$ cat src/rtl/modn_cnt_pkg.sv
// modn_cnt_pkg: direction constants and wrapped next-count helper shared by the mod-N counter slice.
package modn_cnt_pkg;

    localparam logic DIR_UP = 1'b1;
    localparam logic DIR_DN = 1'b0;

    // Wrap-around successor of q within 0..modulus-1 in the requested direction.
    function automatic int unsigned next_count(input int unsigned q, input logic up_dn,
                                               input int unsigned modulus);
        if (up_dn == DIR_UP)
            return (q == modulus - 32'd1) ? 32'd0 : q + 32'd1;
        return (q == 32'd0) ? modulus - 32'd1 : q - 32'd1;
    endfunction

endpackage

$ cat src/rtl/modn_limit_detect.sv
// modn_limit_detect: combinational limit flags and cascade terminal count for the mod-N counter.
module modn_limit_detect
    import modn_cnt_pkg::*;
#(
    parameter int MODULUS = 6,
    parameter int WIDTH   = 3
) (
    input  logic [WIDTH-1:0] q,
    input  logic             up_dn,
    input  logic             en,
    input  logic             load,
    output logic             at_max,
    output logic             at_zero,
    output logic             tc
);

    localparam logic [WIDTH-1:0] MAX = WIDTH'(MODULUS - 1);

    assign at_max  = q == MAX;
    assign at_zero = q == '0;
    assign tc      = en & ~load & (((up_dn == DIR_UP) & at_max) | ((up_dn == DIR_DN) & at_zero));

endmodule

$ cat src/rtl/modn_updown_counter.sv
// modn_updown_counter: loadable modulo-N up/down counter with cascadable tc and wrap/load_err pulses.
// Define MODN_UPDOWN_COUNTER_SATURATE_EN to pin at the limits instead of wrapping (wrap becomes a sat pulse).
module modn_updown_counter
    import modn_cnt_pkg::*;
#(
    parameter int MODULUS = 6,
    parameter int WIDTH   = 3
) (
    input  logic             clk,
    input  logic             reset_n,
    input  logic             en,
    input  logic             up_dn,
    input  logic             load,
    input  logic [WIDTH-1:0] load_val,
    output logic [WIDTH-1:0] q,
    output logic             tc,
    output logic             wrap,
    output logic             load_err
);

    localparam logic [WIDTH-1:0] MAX = WIDTH'(MODULUS - 1);

    logic             at_max;
    logic             at_zero;
    logic             limit;
    logic             bad;
    logic             pulse;
    logic [WIDTH-1:0] wrapped;
    logic [WIDTH-1:0] step;

    modn_limit_detect #(.MODULUS(MODULUS), .WIDTH(WIDTH)) u_limit (
        .q      (q),
        .up_dn  (up_dn),
        .en     (en),
        .load   (load),
        .at_max (at_max),
        .at_zero(at_zero),
        .tc     (tc)
    );

    assign limit   = (up_dn == DIR_UP) ? at_max : at_zero;
    assign bad     = load_val > MAX;
    assign wrapped = WIDTH'(next_count(32'(q), up_dn, MODULUS));

`ifdef MODN_UPDOWN_COUNTER_SATURATE_EN
    // pinned remembers a limit hit on the previous edge so the sat pulse fires only once.
    logic pinned;
    assign step  = limit ? q : wrapped;
    assign pulse = en & ~load & limit & ~pinned;
    always_ff @(posedge clk or negedge reset_n) begin
        if (!reset_n)
            pinned <= 1'b0;
        else
            pinned <= en & ~load & limit;
    end
`else
    assign step  = wrapped;
    assign pulse = en & ~load & limit;
`endif

    always_ff @(posedge clk or negedge reset_n) begin
        if (!reset_n) begin
            q        <= '0;
            wrap     <= 1'b0;
            load_err <= 1'b0;
        end else begin
            q        <= load ? (bad ? '0 : load_val) : (en ? step : q);
            wrap     <= pulse;
            load_err <= load & bad;
        end
    end

endmodule

$ cat config.mk
export PLATFORM = sky130hd
export DESIGN_NAME = modn_updown_counter
export DESIGN_NICKNAME = d
export VERILOG_FILES = /design/src/rtl/modn_cnt_pkg.sv /design/src/rtl/modn_limit_detect.sv /design/src/rtl/modn_updown_counter.sv
export SDC_FILE = /design/constraint.sdc
export NUM_CORES = 1
export LEC_CHECK = 0
export BUFFER_PORTS_ARGS = -buffer_cell sky130_fd_sc_hd__buf_2
export CAP_MARGIN = 20
export CORE_AREA = 2 2 39 41
export DETAILED_ROUTE_END_ITERATION = 6
export DIE_AREA = 0 0 41 43
export GPL_TIMING_DRIVEN = 0
export MAX_ROUTING_LAYER = met4
export PLACE_DENSITY = 0.46
export REMOVE_ABC_BUFFERS = 1
export SLEW_MARGIN = 20
export SYNTH_ARGS = -nofsm -noshare
export SYNTH_HDL_FRONTEND = slang
export SYNTH_SLANG_ARGS = --single-unit
export TNS_END_PERCENT = 20
$ cat constraint.sdc
create_clock -name clk -period 2.5 [get_ports clk]
set_input_delay 0.5 -clock clk [delete_from_list [all_inputs] [get_ports clk]]
set_output_delay 0.5 -clock clk [all_outputs]
set_load 0.005 [all_outputs]
Yosys cells after proc, flatten, opt, wreduce, memory -nomap -nowiden --
Index checks and enable logic that the tools add are counted.
Word-level totals: bits in registers 5, input bits 8, output and inout port bits 6, word-level logic and storage cells 27
Cells by class: add/subtract/negate cells 2, $lt $le $gt $ge 1, equal/unequal tests 1, multiplexer cells 9, bitwise operators 9, reductions and logical operators 2
Operators by type and width (count):
- $mux 3 | 7
- $and 1x1->1 | 6
- $add 3x1->3 const B | 1
- $eq 3x3->1 const B | 1
- $gt 3x3->1 const B | 1
- $logic_not 3->1 | 1
- $sub 3x1->3 const B | 1
- $mux 1 | 2
- $not 1->1 | 2
- $reduce_bool 2->1 | 1
- $or 1x1->1 | 1

Depth between registers and ports, before layout --
word-level depth 6, depth in mapped cells 3, mapped depth without buffers 3

Cells and area by module --
A second synthesis with hierarchy kept.
Second synthesis, totals: cells, all modules 39, area, all modules 351.6 µm²
Modules (own cells, without submodules):
- modn_updown_counter | instances 1, cells each 32, area each 309.0 µm², seq. area each 125.1 µm²
- modn_limit_detect | instances 1, cells each 7, area each 42.5 µm², seq. area each 0.0 µm²

Least setup slack after synthesis --
No wires, ideal clock.
path kind in2out, start input port up_dn, end output port tc, arrival 0.952 ns, required time 2.000 ns, slack 1.048 ns, cell stages on the path 3, path buffers 0, path through and2_1 -> a21oi_1 -> nor3_1
On the way: longest elaborated chain between the ends 4, elaborated cells between the ends (all ways) 5, those cells by class bitwise: 5
Ends and longest elaborated chain:
- from (decl) | RTL line modn_updown_counter.sv:12 | input logic up_dn,
- $not 1->1 | RTL line modn_limit_detect.sv:21 | assign tc = en & ~load & (((up_dn == DIR_UP) & at_max) | ((up_dn == DIR_DN) & at_zero));
- $and 1x1->1 | RTL line modn_limit_detect.sv:21
- $or 1x1->1 (*) | RTL line modn_limit_detect.sv:21
- $and 1x1->1 (*) | RTL line modn_limit_detect.sv:21
- to (decl) | RTL line modn_updown_counter.sv:16 | output logic tc,
Every way passes the cells marked *; elsewhere a longest branch is shown, timed or not.

Worst setup path in the final report --
start register q[0], end output port tc
On the way: longest elaborated chain between the ends 4, elaborated cells between the ends (all ways) 6, those cells by class eq/ne: 1; bitwise: 4; reduce/logical: 1
Ends and longest elaborated chain:
- from (decl) | RTL line modn_updown_counter.sv:15 | output logic [WIDTH-1:0] q,
- from (signal assigned) | RTL line modn_updown_counter.sv:67 | q <= load ? (bad ? '0 : load_val) : (en ? step : q);
- $eq 3x3->1 / $logic_not 3->1 (equally long branches) | RTL line modn_limit_detect.sv:19, modn_limit_detect.sv:20
- $and 1x1->1 | RTL line modn_limit_detect.sv:21
- $or 1x1->1 (*) | RTL line modn_limit_detect.sv:21
- $and 1x1->1 (*) | RTL line modn_limit_detect.sv:21
Marked as above.

==> flow_metrics.tcl <==
set metrics [dict create \
    ios 14 \
    cts.sinks 5 \
    slew_headroom_pct 81.6 \
    root_buffer "clkbuf_4" \
    post-place-ws_ns 0.735 \
    nets 57 \
    diodes 0 \
    ant_nets 0 \
    die_h_um 43 \
    cts_made_buffers 3 \
    grt_max_degree 10 \
    start_util_pct 21.7 \
    ys_warn_count 0 \
    whs_ns 0.0561 \
    grt_use_total_pct 10.5 \
    vdd_drop_max_uv 287 \
    worstReg2RegStart "q[0]$_DFFE_PN0P_" \
    cts_resized 0 \
    worstSetupPathType "reg -> out" \
    startpoint_type "flop" \
    dpl.hpwl_um 513 \
    fp.dieW_um 41 \
    clk_pin_slew_ns 0.05 \
    clk-insertion-delay-late_ns 0.24 \
    core-area_um2 1380 \
    maxCapViolations 0 \
    hold_viol_final 0 \
    finalMaxSlewViolations 0 \
    grt_pass1_vias 266 \
    route.detailed.drc 0 \
    io_buffers 13 \
    power.density_nw_per_um2 610 \
    fin_crit_ns 1.90 \
    netlist.area_leader.share_pct 41.7 \
    crit_start "q[0]$_DFFE_PN0P_" \
    totalWireLength_um 691 \
    wire_per_inst_um 10.8 \
    fin_ws_ns 0.599 \
    htree_levels 1 \
    setup_viol 0 \
    tightest_slew_ns 0.275 \
    power_leakage_nw 0.198 \
    netlist_area_um2 300 \
    area_delta_synth_final_pct 37.1 \
    die_area_um2 1760 \
    avgSynthCellArea_um2 9.69 \
    synth-seq-cells 5 \
    rsz0062_at_grt "no" \
    critPathMaxFanout 9 \
    fp-row-count 14 \
    cts_tree "yes" \
    finalSetupTns_ns 0 \
    crit_arrival_ns 1.40 \
    vias_per_cell 4.78 \
    yosys-top-cells-area "dfrtp_1 42%, nor3_1 5.0%, nor3b_1 5.0%" \
    status "finished clean" \
    synth_cells 31 \
    vias 306 \
    grt_pass1_wl_um 1140 \
    hold_buffers 0 \
    routabilityCongestion 0.693 \
    endpoint_kind "output pin" \
    drtIter0Drc 11 \
    fmax_mhz 526 \
    fin_crit_sh_pct 76.0 \
    synthDistinctLibCells 20 \
    yosysTopAreaCell "dfrtp_1" \
    antenna_found_initial 0 \
    firstDrtPassIters 3 \
    drive_above_1_share_pct 37.5 \
    required_ns 2.00 \
    postCtsSetupRepairBufs 0 \
    skew_ns 0.00590 \
    clock_path_buffers 2 \
    hold_path_class "in -> async" \
    ys_seq_area_share_pct 41.7 \
    gr-total-overflow 0 \
]
-- report_power, final --
| part | switching, W | leakage (nW) | internal (W) |
|---|---|---|---|
| combinational | 0.0000249 | 0.118 | 0.0000286 |
| clock | 0.0000342 | 0.0150 | 0.0000604 |
| sequential | 0.0000144 | 0.0651 | 0.0000888 |
-- Yosys cell counts, drive strengths merged --
master,count
inv,2
o21ai,2
o21bai,1
nor2,1
and3,1
a211oi,2
nor3b,2
o21a,1
dfrtp,5
nand2b,2
o31ai,1
xnor2,1
and3b,1
a31o,1
nor3,3
a31oi,2
and2,1
o211ai,1
a21oi,1
-- final timing paths --
kind / endpoint / depth (start not counted) / slack [ns]
worst max-delay path: tc / 4 / 0.60
worst min-delay path: wrap$_DFF_PN0_ / 1 / 0.06
worst max register to register: q[2]$_DFFE_PN0P_ / 3 / 1.32
worst min register to register: wrap$_DFF_PN0_ / 1 / 0.61
max in group asynchronous: q[1]$_DFFE_PN0P_ / 1 / 2.31
min in group clk: q[0]$_DFFE_PN0P_ / 2 / 0.53
-- final cells by class --
class	instances	area, um2
fill	156	972
multi-input combinational	24	168
sequential	5	125
timing repair buffer	13	65.1
clock buffer	4	26.3
tap	16	20.0
inverter	2	7.51
-- flip-flops by register name, summed over array words and instances (netlist names) --
name      count
q             3
load_err      1
wrap          1
-- critical path, cell delays in order, from the launching register on --
cell	delay (ns)
dfrtp_1	0.49
and2_1	0.22
a21oi_1	0.08
nor3_1	0.22
buf_2	0.16
-- kinds of logic (layout without fill, tap and decap cells) --
kind of cell / count (synthesis) / in the layout / synth area share [%]
xor gates and xnor gates: 1 / 1 / 2.92
buffers and inverters: 2 / 19 / 2.50
DFF: 5 / 5 / 41.7
and+or+nand+nor: 11 / 11 / 22.5
AOI/OAI and AO/OA: 12 / 12 / 30.4
-- layer usage --
metal	up-vias	routed length, um	share of wire, %	GRT usage (%)
met1	141	316	46	14.3
met3	0	60	8.7	6.28
met4	0	0	0	4.00
met2	12	313	45	12.5
li1	153	-	-	-
met5	-	0	0	-
-- stage by stage --
stage                     area [um2]  util [%]  power [W]  instances
after global placement           385      27.8   0.000158         60
after global routing             412      29.7   0.000270         64
after detailed placement         385      27.8   0.000158         60
after floorplan                  300         -   0.000133         31
final                            412      29.7   0.000251         64
after CTS                        412      29.7   0.000257         64
-- cells in the final DEF, fill, tap and decap left out, types with 2 or more instances in the layout --
| master | n |
|---|---|
| buf_2 | 13 |
| dfrtp_1 | 5 |
| nor3_1 | 3 |
| clkbuf_4 | 3 |
| nand2b_1 | 2 |
| inv_1 | 2 |
| nor3b_1 | 2 |
| a31oi_1 | 2 |
| o21ai_1 | 2 |
No activity file was read; power rests on OpenSTA's default activity.
